**config.mk**
```make
export PLATFORM = sky130hd
export DESIGN_NAME = clk_step_ctrl
export DESIGN_NICKNAME = d
export VERILOG_FILES = /design/src/rtl/clk_step_ctrl_pkg.sv /design/src/rtl/step_debounce.sv /design/src/rtl/clk_step_ctrl.sv
export SDC_FILE = /design/constraint.sdc
export NUM_CORES = 1
export LEC_CHECK = 0
export BUFFER_PORTS_ARGS = -buffer_cell sky130_fd_sc_hd__buf_4
export CAP_MARGIN = 20
export CORE_MARGIN = 2
export CORE_UTILIZATION = 49
export CTS_CLUSTER_DIAMETER = 100
export CTS_CLUSTER_SIZE = 12
export DETAILED_ROUTE_END_ITERATION = 6
export PLACE_DENSITY = 0.79
export SETUP_SLACK_MARGIN = 0.02
export SLEW_MARGIN = 30
export SYNTH_ARGS = -nofsm -noshare
export SYNTH_HDL_FRONTEND = slang
export SYNTH_SLANG_ARGS = --single-unit
```
**constraint.sdc**
```tcl
create_clock -name CLK -period 1.7 [get_ports CLK]
set_input_delay 0.085 -clock CLK [delete_from_list [all_inputs] [get_ports CLK]]
set_output_delay 0.085 -clock CLK [all_outputs]
set_load 0.03 [all_outputs]
```
**src/rtl/clk_step_ctrl_pkg.sv**
```systemverilog
// Shared encodings and default widths for the processor clock-step controller.
package clk_step_ctrl_pkg;

   localparam int unsigned DIV_W_DEF      = 8;
   localparam int unsigned CNT_W_DEF      = 32;
   localparam int unsigned DEB_CYCLES_DEF = 4;

   typedef enum logic [1:0] {
      ST_IDLE = 2'b00,
      ST_RUN  = 2'b01,
      ST_STEP = 2'b10,
      ST_HALT = 2'b11
   } state_t;

endpackage

```
**src/rtl/step_debounce.sv**
```systemverilog
// Push-button conditioner: 2-flop synchronizer, stable-sample debounce and
// a one-cycle pulse on each rising edge of the debounced level.
module step_debounce #(
   parameter int unsigned DEB_CYCLES = 4
) (
   input  logic clk,
   input  logic rst_n,
   input  logic raw,
   output logic pulse_c
);

   localparam int unsigned CW = $clog2(DEB_CYCLES + 1);

   logic          sync1;
   logic          sync2;
   logic          level;
   logic          level_q;
   logic [CW-1:0] stable_cnt;

   // Level flips only after DEB_CYCLES consecutive samples disagreeing with it
   always_ff @(posedge clk or negedge rst_n) begin
      if (!rst_n) begin
         sync1      <= 1'b0;
         sync2      <= 1'b0;
         level      <= 1'b0;
         level_q    <= 1'b0;
         stable_cnt <= '0;
      end else begin
         sync1   <= raw;
         sync2   <= sync1;
         level_q <= level;
         if (sync2 == level) begin
            stable_cnt <= '0;
         end else if (stable_cnt == CW'(DEB_CYCLES - 1)) begin
            level      <= sync2;
            stable_cnt <= '0;
         end else begin
            stable_cnt <= stable_cnt + CW'(1);
         end
      end
   end

   assign pulse_c = level & ~level_q;

endmodule

```
**src/rtl/clk_step_ctrl.sv**
```systemverilog
// Clock-step controller: run / divided run / debounced single-step / halt,
// issuing registered CPU_EN pulses and a saturating retired-cycle counter.
// Optional breakpoint halt enabled by defining CLK_STEP_BREAKPOINT_EN.
module clk_step_ctrl
   import clk_step_ctrl_pkg::*;
#(
   parameter int unsigned DIV_W      = DIV_W_DEF,
   parameter int unsigned DEB_CYCLES = DEB_CYCLES_DEF,
   parameter int unsigned CNT_W      = CNT_W_DEF
) (
   input  logic             CLK,
   input  logic             RST_N,
   input  logic             RUN,
   input  logic             STEP,
   input  logic [DIV_W-1:0] DIV,
   input  logic             HALT_REQ,
   input  logic             CLR_HALT,
`ifdef CLK_STEP_BREAKPOINT_EN
   input  logic [CNT_W-1:0] BRK_CYCLE,
   input  logic             BRK_ARM,
`endif
   output logic             CPU_EN,
   output logic [1:0]       STATE,
   output logic             HALTED,
   output logic [CNT_W-1:0] CYCLE_CNT
);

   state_t           state;
   state_t           state_nxt;
   logic [DIV_W-1:0] div_cnt;
   logic [DIV_W-1:0] div_nxt;
   logic             en_nxt;
   logic             step_pls_c;
   logic             halt_c;
   logic [CNT_W-1:0] cnt_inc_c;

   step_debounce #(
      .DEB_CYCLES(DEB_CYCLES)
   ) u_step_debounce (
      .clk    (CLK),
      .rst_n  (RST_N),
      .raw    (STEP),
      .pulse_c(step_pls_c)
   );

   assign cnt_inc_c = (CYCLE_CNT == '1) ? CYCLE_CNT : CYCLE_CNT + CNT_W'(1);

`ifdef CLK_STEP_BREAKPOINT_EN
   logic brk_armed;
   logic brk_arm_q;
   logic brk_hit_c;

   assign brk_hit_c = brk_armed & CPU_EN & (cnt_inc_c == BRK_CYCLE);
   assign halt_c    = CPU_EN & (HALT_REQ | brk_hit_c);

   // Arms on a BRK_ARM rising edge, disarms once the breakpoint fires
   always_ff @(posedge CLK or negedge RST_N) begin
      if (!RST_N) begin
         brk_armed <= 1'b0;
         brk_arm_q <= 1'b0;
      end else begin
         brk_arm_q <= BRK_ARM;
         if (BRK_ARM && !brk_arm_q) begin
            brk_armed <= 1'b1;
         end else if (brk_hit_c) begin
            brk_armed <= 1'b0;
         end
      end
   end
`else
   assign halt_c = CPU_EN & HALT_REQ;
`endif

   always_comb begin
      state_nxt = state;
      div_nxt   = div_cnt;
      en_nxt    = 1'b0;
      case (state)
         ST_IDLE: begin
            if (RUN) begin
               state_nxt = ST_RUN;
               div_nxt   = '0;
            end else if (step_pls_c) begin
               state_nxt = ST_STEP;
               en_nxt    = 1'b1;
            end
         end
         ST_RUN: begin
            if (!RUN) begin
               state_nxt = ST_IDLE;
            end else if (div_cnt == DIV) begin
               div_nxt = '0;
               en_nxt  = 1'b1;
            end else begin
               div_nxt = div_cnt + DIV_W'(1);
            end
         end
         ST_STEP: state_nxt = ST_IDLE;
         ST_HALT: begin
            if (CLR_HALT) begin
               state_nxt = ST_IDLE;
            end
         end
         default: state_nxt = ST_IDLE;
      endcase
      // Halt request seen on an issued pulse overrides every other transition
      if (halt_c) begin
         state_nxt = ST_HALT;
         en_nxt    = 1'b0;
      end
   end

   always_ff @(posedge CLK or negedge RST_N) begin
      if (!RST_N) begin
         state     <= ST_IDLE;
         div_cnt   <= '0;
         CPU_EN    <= 1'b0;
         HALTED    <= 1'b0;
         CYCLE_CNT <= '0;
      end else begin
         state   <= state_nxt;
         div_cnt <= div_nxt;
         CPU_EN  <= en_nxt;
         HALTED  <= (state_nxt == ST_HALT);
         if (CPU_EN) begin
            CYCLE_CNT <= cnt_inc_c;
         end
      end
   end

   assign STATE = state;

endmodule

```
# ---- After elaboration in Yosys (flattened, before gate mapping)
# Index checks and enable logic that the tools add are counted.
dict set report op_classes {
  muxes 18
  bitwise_logic 5
  add_sub_neg 3
  n_eq_ne 10
  n_reduce_logical 5
}
# cell count
set ops {}
lappend ops {{$add 32x1->32 const B} 1}
lappend ops {{$eq 32x32->1 const B} 1}
lappend ops {{$mux 8} 3}
lappend ops {{$pmux 8 s2} 1}
lappend ops {{$mux 2} 5}
lappend ops {{$add 8x1->8 const B} 1}
lappend ops {{$eq 8x8->1} 1}
lappend ops {{$pmux 2 s4} 1}
lappend ops {{$eq 2x2->1 const B} 3}
lappend ops {{$mux 3} 2}
lappend ops {{$mux 1} 5}
lappend ops {{$ne 2x2->1 const B} 2}
lappend ops {{$reduce_and 2->1} 2}
lappend ops {{$add 3x1->3 const B} 1}
lappend ops {{$eq 3x2->1 const B} 1}
lappend ops {{$not 1->1} 3}
lappend ops {{$reduce_and 3->1} 1}
lappend ops {{$and 1x1->1} 2}
lappend ops {{$eq 2x1->1 const B} 1}
lappend ops {{$logic_not 2->1} 1}
lappend ops {{$pmux 1 s2} 1}
lappend ops {{$reduce_bool 2->1} 1}
lappend ops {{$eq 1x1->1} 1}
dict set report word_totals {
  out_inout_bits 36
  reg_bits 51
}

# ---- Depth between registers and ports, before layout
# Gate-level depths: netlist of the first run.
dict set report depth {
  ltp_word 7
  depth_mapped 6
}

# ---- Cells and area by module
# A second synthesis of the first run with hierarchy kept.
dict set report hier_totals {
  hier_cells 234
  area_unflattened_um2 2507.4
}
# module cells_each area_per_inst_um2 seq_area_each_um2 n_inst
set modules_own_cells {}
lappend modules_own_cells {clk_step_ctrl 219 2255.9 1101.1 1}
lappend modules_own_cells {step_debounce 15 251.5 175.2 1}

# ---- Worst setup path before layout of the first run
# No wires, ideal clock.
dict set report synth_path {
  path_type {reg2reg}
  from {reg CYCLE_CNT[0]}
  to {reg CYCLE_CNT[20]}
  n_path_buf 0
  stages_incl_launch_ff 7
  setup_time_ns 0.135
  slack_ns -0.319
  arrival_ns 1.884
  path_cell_list {dfrtp_1 -> ha_1 -> and2_2 -> nand4_1 -> a211oi_1 -> nand3_1 -> xnor2_1}
}
dict set report synth_via {
  elab_chain_len 3
  word_cells_on_any_way 4
}
# element line_no
set synth_lines {}
lappend synth_lines {{start, declared} clk_step_ctrl.sv:25} ;# output logic [CNT_W-1:0] CYCLE_CNT
lappend synth_lines {{start signal, assigned} clk_step_ctrl.sv:126} ;# CYCLE_CNT <= cnt_inc_c;
lappend synth_lines {{branches (longest 3 deep; another with $add 32x1->32)} n/a}
# Parallel ways; which one is timed is not known.
# A chain may end at the register's enable or synchronous reset.

# ---- Worst setup path after layout of the first run
dict set report layout_path {
  from {reg CYCLE_CNT[13]}
  to {reg CYCLE_CNT[1]}
}
dict set report layout_via {
  elab_chain_len 3
}
# element line_no
set layout_lines {}
lappend layout_lines {{$eq 32x32->1} clk_step_ctrl.sv:46} ;# assign cnt_inc_c = (CYCLE_CNT == '1) ? CYCLE_CNT : CYCLE_CNT + CNT_W'(1);
lappend layout_lines {{$not 1->1 (no line)} n/a}
lappend layout_lines {{$reduce_and 2->1 (no line)} n/a}
# No other way between the ends.

==> results of run 1 <==
-- layout make-up --
| class | instances | area (um2) |
|---|---|---|
| Clock buffer | 5 | 68.8 |
| Clock inverter | 3 | 20.0 |
| Fill cell | 330 | 1200 |
| Inverter | 2 | 7.51 |
| Multi-Input combinational cell | 177 | 1370 |
| Sequential cell | 51 | 1320 |
| Tap cell | 67 | 83.8 |
| Timing Repair Buffer | 95 | 722 |
-- state kept, by name, indices dropped and copies added (netlist names) --
signal,cells
u_step_debounce.level,1
u_step_debounce.stable_cnt,3
u_step_debounce.sync2,1
HALTED,1
CYCLE_CNT,32
STATE,2
u_step_debounce.sync1,1
div_cnt,8
CPU_EN,1
u_step_debounce.level_q,1
-- path summary, 6_finish.rpt --
| check | startpoint | endpoint | slack (ns) | cells after the start |
|---|---|---|---|---|
| worst max register to register | CYCLE_CNT[13] | CYCLE_CNT[1] | -0.01 | 5 |
| worst min register to register | u_step_debounce.sync1 | u_step_debounce.sync2 | 0.36 | 0 |
| min in group asynchronous | RST_N | CYCLE_CNT[27] | 0.31 | 2 |
| max in group asynchronous | RST_N | CYCLE_CNT[17] | 0.91 | 2 |
| worst max-delay path | CYCLE_CNT[13] | CYCLE_CNT[1] | -0.01 | 5 |
| worst min-delay path | HALT_REQ | HALTED | 0.03 | 3 |
-- layout by cell type, fill, tap and decap left out, types with 6 or more instances in the layout --
cell type / netlist / routed
buf_4: 0 / 92
dfrtp_1: 51 / 19
dfrtp_2: 0 / 32
nand2_1: 28 / 23
nand3_1: 16 / 11
nand4_1: 13 / 13
nor2_1: 8 / 7
o21ai_0: 9 / 9
xnor2_1: 30 / 27
xor2_1: 6 / 6
-- critical path, delay by kind of cell, from the launching register on --
| family | cells | cell delay [ns] |
|---|---|---|
| mux | 1 | 0.30 |
| simple gates | 4 | 0.88 |
| flops | 1 | 0.42 |
-- stage by stage --
step / TNS [ns] / setup WS, ns
final: -0.0211 / -0.0131
after global routing: -0.568 / -0.0919
after detailed placement: 0 / 0.0333
after global placement: 0 / 0.0313
after floorplan: 0 / 0.0103
after CTS: 0 / 0.0228
-- cells in the mapped netlist --
cell,n
nor4_1,3
and2_1,3
dfrtp_1,51
buf_2,1
or4b_2,1
a41oi_1,2
and3_1,7
nor2_1,8
nor3_1,6
o31a_1,1
clkbuf_1,2
nand3_1,16
nand4_2,2
and2_2,1
nand2b_1,1
nand4_1,13
a211oi_1,2
mux2i_1,4
nand2_1,28
nor2b_1,3
nor3b_1,1
a311oi_2,1
xor2_1,6
or2_2,3
and4_1,3
inv_1,2
and3_2,2
o31ai_1,4
or3_1,1
and4_2,2
o21ai_0,9
xnor2_1,30
o21ai_1,1
ha_1,3
a21oi_1,5
mux2_2,2
nor3_4,1
o21a_1,2
-- power by group --
part,internal [uW],total [uW],leakage (uW),switching (uW)
clock network,287,714,0.0000402,426
logic,395,836,0.000938,441
registers,1360,1510,0.000640,156
total,2040,3060,0.00162,1020
-- layer usage --
layer	wire length [um]	part of all wire	up-vias
met5	0	0	-
met4	122	0.020	0
met3	259	0.043	12
met2	3140	0.52	55
met1	2520	0.42	1074
li1	-	-	1035
-- timing repair --
item / CTS / global route
setup buffers: 1 / 12
hold endpoints to repair: 52 / 0
resized for setup: 0 / 28
endpoints found under the setup margin: 1 / 23
hold buffers: 2 / 0
pin swaps: 3 / 13
-- cell families after synthesis --
kind of cell / after synthesis
simple gates: 105
flops: 51
xor+xnor: 36
compound gates: 27
mux: 6
buf+inv: 5
fa+ha+maj: 3
==> results.json, run 1 <==
{
  "outcome": "complete, but fails checks",
  "violations": "setup timing",
  "end_kind": "flip-flop",
  "slowest_delay_ns": 0.42,
  "avgSynthCellArea_um2": 10.6,
  "synth-xor-area-share": 0.127,
  "synthTopCellsByArea": "dfrtp_1, xnor2_1, nand2_1",
  "ys_types": 38,
  "busiest_layer": "met2",
  "final_util": 0.749,
  "cts_tree": "yes",
  "grt_setup_unrepaired": "true",
  "synth_compound_area_frac": 0.0713,
  "cts.sinks": 51,
  "wire_per_inst_um": 15.1,
  "synth_top_area_cell": "dfrtp_1",
  "die_height_um": 75.1,
  "maxSlewHeadroom": 0.580,
  "report.final.slew_viol_count": 0,
  "grt_max_degree": 52,
  "hold_viol": 0,
  "dp_hpwl_um": 4050,
  "rows": 25,
  "worstSetupPathType": "flip-flop to flip-flop",
  "layout-drive-gt1-share": 0.517,
  "drv_cap": 0,
  "drt_first_iter_violations": 121,
  "fin_skew_ns": 0.0126,
  "synth-simple-area-share": 0.237,
  "drt-pass1-iter-count": 4,
  "peakVddDrop_uv": 732,
  "cts-root-buf": "clkbuf_8",
  "h-tree-depth": 2,
  "grt_pass1_vias": 2089,
  "insertion_delay_ns": 0.31,
  "final_cell_area_um2": 3580,
  "timing.fmax_ghz": 0.584,
  "grtUsageMet3": 0.0321,
  "syn_inst": 233,
  "required_ns": 1.90,
  "whs_ns": 0.0297,
  "instances_no_fill": 400,
  "met2_usage": 0.366,
  "syn-num-nets": 250,
  "syn_area_um2": 2470,
  "use_met1": 0.272,
  "tightest_slew_ns": 0.630,
  "synth_warnings": 0,
  "drt_wl_total_um": 6040,
  "ys_seq_area_frac": 0.516,
  "powerDensity_nw_per_um2": 855,
  "setup_viol": 2,
  "synth.area.mux_share": 0.0253,
  "ys_ff_latch": 51,
  "critPathSlowestCell": "dfrtp_2",
  "yosys.area_share.adder": 0.0152,
  "io_buffer_count": 49,
  "start_util": 0.517,
  "crit_top_cell": "nand4_1",
  "post-route-period-util": 1.01,
  "cts_buffers": 5,
  "worst_slack_ns": -0.0131,
  "cp.arrival_ns": 1.91,
  "cp-start-kind": "flip-flop",
  "gp_congestion": 0.795,
  "power_uw": 3060,
  "ioPinCount": 50,
  "track_usage": 0.211,
  "syn_to_final_growth_pct": 44.9,
  "synth_top_family_by_area": "simple AND/OR/NAND/NOR gates",
  "nNetsFinal": 349,
  "grt_pass1_wl_um": 9270,
  "path_clk_slew_ns": 0.10,
  "drc_errors": 0,
  "antenna_cells": 0,
  "drt-vias-per-instance": 5.44,
  "die-area_um2": 5630,
  "synth_top_area_frac": 0.516,
  "crit_path_max_fanout": 6,
  "dpl-instance-area_um2": 3230,
  "p_leak_uw": 0.00162,
  "clockBufferDepth": 2,
  "ant_nets": 0,
  "core_um2": 4790,
  "overflow": 0,
  "vias": 2176,
  "die_w_um": 75.1,
  "hold_path_class": "input port to flip-flop",
  "antenna_found_initial": 0,
  "dp_cells": 377,
  "min_period_ns": 1.71,
  "cp_cell_sequence": "nand4_1, nor4_4, nand4_1, nand2_2, mux2_4"
}
No activity file was read; power rests on OpenSTA's default activity.
==> inputs of run 2 (changes only) <==
--- a/config.mk
+++ b/config.mk
@@ -7,8 +7,10 @@
 export LEC_CHECK = 0
 export BUFFER_PORTS_ARGS = -buffer_cell sky130_fd_sc_hd__buf_4
 export CAP_MARGIN = 20
+export CELL_PAD_IN_SITES_DETAIL_PLACEMENT = 0
+export CELL_PAD_IN_SITES_GLOBAL_PLACEMENT = 1
 export CORE_MARGIN = 2
-export CORE_UTILIZATION = 49
+export CORE_UTILIZATION = 38
 export CTS_CLUSTER_DIAMETER = 100
 export CTS_CLUSTER_SIZE = 12
 export DETAILED_ROUTE_END_ITERATION = 6
==> results.json, run 2 (synthesized netlist as in run 1, its figures left out) <==
{
  "crit_path_max_fanout": 5,
  "hp-start": "HALT_REQ",
  "ff_latch_area_um2": 1320,
  "cts_buffers": 5,
  "cts-root-buf": "clkbuf_8",
  "drt-pass1-iter-count": 4,
  "cp_cell_sequence": "nand4_1, nor4_2, nand4_1, nand2_2, mux2_4",
  "layout_commonest_cell": "buf_4",
  "cp-start-kind": "flip-flop",
  "hold_path_class": "input port to flip-flop",
  "core_um2": 6310,
  "timing.fmax_ghz": 0.611,
  "tightest_slew_ns": 0.634,
  "grt_pass1_vias": 2047,
  "outcome": "finished, final reports clean",
  "drt-vias-per-instance": 5.05,
  "r2r-start": "CYCLE_CNT[14]",
  "drt_wl_total_um": 5590,
  "nNetsFinal": 359,
  "layout-drive-gt1-share": 0.496,
  "hold_viol": 0,
  "grt_pass1_wl_um": 9490,
  "slowest_delay_ns": 0.41,
  "track_usage": 0.161,
  "gp_congestion": 0.730,
  "antenna_cells": 0,
  "fin_skew_ns": 0.00383,
  "min_period_ns": 1.64,
  "cp_num_buf_inv": 0,
  "p_leak_uw": 0.00167,
  "wire_per_inst_um": 13.3,
  "setup.worst_path.start": "CYCLE_CNT[14]",
  "grt_max_degree": 52,
  "setup_viol": 0,
  "die_height_um": 84.7,
  "cp_top_family": "simple AND/OR/NAND/NOR gates",
  "ant_nets": 0,
  "dpl-instance-area_um2": 3250,
  "dp_cells": 388,
  "die_w_um": 84.7,
  "start_util": 0.392,
  "share_seq_of_total_power": 0.474,
  "peakVddDrop_uv": 615,
  "maxSlewHeadroom": 0.577,
  "rows": 29,
  "crit_top_cell": "nand4_1",
  "final_cell_mix": "buf_4, dfrtp_2, xnor2_1, nand2_1, dfrtp_1",
  "insertion_delay_ns": 0.30,
  "n_fill_cell": 580,
  "critPathSlowestCell": "dfrtp_2",
  "antenna_found_initial": 0,
  "drc_errors": 0,
  "end_kind": "flip-flop",
  "powerDensity_nw_per_um2": 881,
  "syn_to_final_growth_pct": 45.8,
  "cts_tree": "yes",
  "multi_input_area_um2": 1280,
  "vias": 2120,
  "largest_registers": "CYCLE_CNT x32, div_cnt x8, u_step_debounce.stable_cnt x3",
  "path_clk_slew_ns": 0.09,
  "switching_power_uw": 984,
  "io_buffer_count": 49,
  "tns_ns": 0,
  "h-tree-depth": 2,
  "drv_cap": 0,
  "pwr-share-clk": 0.268,
  "dp_hpwl_um": 4020,
  "overflow": 0,
  "final_cell_area_um2": 3610,
  "post-route-period-util": 0.962,
  "p_int_uw": 2190,
  "ioPinCount": 50,
  "clockBufferDepth": 2,
  "drt_first_iter_violations": 64,
  "die-area_um2": 7170,
  "grt_setup_unrepaired": "true",
  "worstSetupPathType": "flip-flop to flip-flop",
  "required_ns": 1.90,
  "netSwitchingFraction": 0.310,
  "instances_no_fill": 420,
  "cts.sinks": 51,
  "report.final.slew_viol_count": 0,
  "largest_reg_flops": 32,
  "comb_power_share": 0.258,
  "top_register": "CYCLE_CNT",
  "cp.arrival_ns": 1.83
}
run 2: layer usage:
| layer | GRT usage | part of all wire |
|---|---|---|
| met1 | 0.213 | 0.45 |
| met2 | 0.277 | 0.51 |
| met3 | 0.0324 | 0.037 |
| met4 | 0.0303 | 0.0068 |
| met5 | 0 | 0 |
run 2: worst register-to-register path, stage by stage, from the launching register on:
cell,delay (ns)
dfrtp_2,0.41
nand4_1,0.15
nor4_2,0.36
nand4_1,0.19
nand2_2,0.12
mux2_4,0.30
run 2: worst paths after layout:
kind | endpoint | slack [ns] | cells past startpoint
setup / recovery | CYCLE_CNT[1] | 0.06 | 5
hold / removal | HALTED | 0.05 | 3
setup reg to reg | CYCLE_CNT[1] | 0.06 | 5
hold reg to reg | u_step_debounce.sync2 | 0.36 | 0
max in group asynchronous | CYCLE_CNT[22] | 0.90 | 2
min in group asynchronous | CYCLE_CNT[27] | 0.35 | 2
run 2: timing repair:
action | in CTS | in global routing
hold buffers | 2 | 0
setup endpoints to repair | 0 | 16
endpoints found under the hold margin | 52 | 0
gates resized for setup | 0 | 14
buffers inserted | 0 | 22
run 2: final cells by class:
type	instances	area share
clock buffer	5	0.0191
clock inverter	3	0.0121
inverter	2	0.00208
multi-input combinational	177	0.355
sequential	51	0.365
tap	77	0.0267
timing repair buffer	105	0.220
run 2: power by group through the flow:
stage / registers [uW] / clock network [uW] / logic [uW]
CTS: 1510 / 883 / 777
finish: 1510 / 850 / 820
floorplan: 1640 / 0 / 329
global placement: 1530 / 0 / 753
global route: 1530 / 920 / 917
detailed placement: 1530 / 0 / 767
run 2: per-stage QoR:
step,hold slack (ns),utilization,power (uW),worst slack [ns]
6_report,0.0504,0.571,3180,0.0642
5_1_grt,0.0470,0.571,3370,-0.0341
4_1_cts,0.0376,0.535,3170,0.0277
3_5_place_dp,0.159,0.514,2300,0.0487
3_3_place_gp,0.157,0.514,2280,0.0745
2_1_floorplan,-0.211,-,1970,0.0103
==> inputs of run 3 (changes only) <==
==> constraint.sdc (replaced) <==
create_clock -name CLK -period 1.5 [get_ports CLK]
set_input_delay 0.075 -clock CLK [delete_from_list [all_inputs] [get_ports CLK]]
set_output_delay 0.075 -clock CLK [all_outputs]
set_load 0.03 [all_outputs]
==> results.json, run 3 (synthesized netlist as in run 1, its figures left out) <==
{
  "cp.arrival_ns": 1.83,
  "drt-pass1-iter-count": 4,
  "grt_pass1_wl_um": 9720,
  "hold_viol": 0,
  "violations": "setup timing",
  "final_util": 0.631,
  "insertion_delay_ns": 0.30,
  "layout-drive-gt1-share": 0.613,
  "largest_reg_flops": 32,
  "gp_congestion": 0.751,
  "dp_hpwl_um": 4300,
  "antenna_found_initial": 0,
  "wire_per_inst_um": 13.8,
  "top_register": "CYCLE_CNT",
  "drt_first_iter_violations": 66,
  "rows": 29,
  "report.final.slew_viol_count": 0,
  "crit_path_max_fanout": 8,
  "cts-root-buf": "clkbuf_8",
  "final_cell_mix": "buf_4, dfrtp_2, xnor2_1, nand2_1, dfrtp_1",
  "ioPinCount": 50,
  "instances_no_fill": 441,
  "antenna_cells": 0,
  "drv_cap": 0,
  "hold_path_class": "input port to flip-flop",
  "grt_pass1_vias": 2106,
  "clockBufferDepth": 2,
  "dp_cells": 416,
  "post-route-period-util": 1.09,
  "die_height_um": 84.7,
  "cts_buffers": 5,
  "end_kind": "flip-flop",
  "peakVddDrop_uv": 566,
  "h-tree-depth": 2,
  "cp-start-kind": "flip-flop",
  "nNetsFinal": 380,
  "tightest_slew_ns": 0.641,
  "worst_slack_ns": -0.141,
  "grt_setup_unrepaired": "true",
  "grt_max_degree": 52,
  "syn_to_final_growth_pct": 61.0,
  "ant_nets": 0,
  "path_clk_slew_ns": 0.09,
  "dpl-instance-area_um2": 3470,
  "timing.fmax_ghz": 0.609,
  "layout_commonest_cell": "buf_4",
  "maxSlewHeadroom": 0.573,
  "drc_errors": 0,
  "required_ns": 1.69,
  "start_util": 0.392,
  "drt-vias-per-instance": 5.10,
  "powerDensity_nw_per_um2": 871,
  "drt_wl_total_um": 6100,
  "die-area_um2": 7170,
  "outcome": "complete, but fails checks",
  "cts_tree": "yes",
  "p_leak_uw": 0.00185,
  "worstSetupPathType": "flip-flop to flip-flop",
  "io_buffer_count": 49,
  "overflow": 0,
  "vias": 2251,
  "setup_viol": 28,
  "final_cell_area_um2": 3980,
  "die_w_um": 84.7,
  "min_period_ns": 1.64,
  "pre_cts_ws_ns": -0.111,
  "fin_skew_ns": 0.00634,
  "largest_registers": "CYCLE_CNT x32, div_cnt x8, u_step_debounce.stable_cnt x3",
  "cts.sinks": 51,
  "track_usage": 0.167,
  "core_um2": 6310
}
run 3: cell count changes in the layout (fill, tap and decap cells not counted), sizes merged:
cell / before / now
clkinv: 2 / 1
buf: 103 / 124
bufinv: 1 / 0
clkbuf: 5 / 7
run 3: what timing repair did:
item	CTS	global route
hold buffers	2	0
endpoints found under the hold margin	52	0
cloned	0	0
endpoints found under the setup margin	29	33
gates resized for setup	7	53
setup buffers	7	9
pin swaps	6	31
run 3: area by class of cell:
type,instances,area (um2)
fill,508,2330
multi-input combinational,177,1500
tap,77,96.3
sequential,51,1320
clock inverter,1,5.00
timing repair buffer,126,977
inverter,2,7.51
clock buffer,7,76.3
run 3: worst max-delay path, stage by stage, from the launching register on:
cell and delay (ns):
dfrtp_2 0.37, nand4_1 0.12, buf_4 0.16, nor2_4 0.26, nand4_1 0.19, nand2_2 0.12, mux2_4 0.30
run 3: path summary, 6_finish.rpt:
check                                 startpoint                    end  slack [ns]  depth (start not counted)
setup reg to reg                   CYCLE_CNT[28]           CYCLE_CNT[1]       -0.14                          6
setup / recovery                   CYCLE_CNT[28]           CYCLE_CNT[1]       -0.14                          6
hold reg to reg            u_step_debounce.sync1  u_step_debounce.sync2        0.37                          0
min in group asynchronous                  RST_N          CYCLE_CNT[24]        0.34                          2
max in group asynchronous                  RST_N          CYCLE_CNT[10]        0.69                          2
hold / removal                               RUN               STATE[0]        0.02                          3
run 3: per-layer routing:
layer / vias to the layer above / routed length (um) / GRT usage
met5: - / 0 / 0
met1: 1096 / 2630 / 0.211
li1: 1101 / - / -
met4: 0 / 78 / 0.0519
met2: 48 / 3150 / 0.289
met3: 6 / 238 / 0.0305
run 3: per-stage QoR:
step | power [uW] | hold WS (ns) | TNS [ns]
finish | 3470 | 0.0193 | -1.58
CTS | 3420 | 0.00461 | -1.32
global route | 3690 | 0.0231 | -3.90
floorplan | 2240 | -0.221 | -1.99
detailed placement | 2650 | 0.151 | -1.09
global placement | 2620 | 0.143 | -0.624
run 3: where the power goes:
part / total (uW) / internal, uW / switching (uW)
Combinational: 1010 / 480 / 533
Sequential: 1690 / 1540 / 147
Clock: 765 / 328 / 436
Total: 3470 / 2350 / 1120
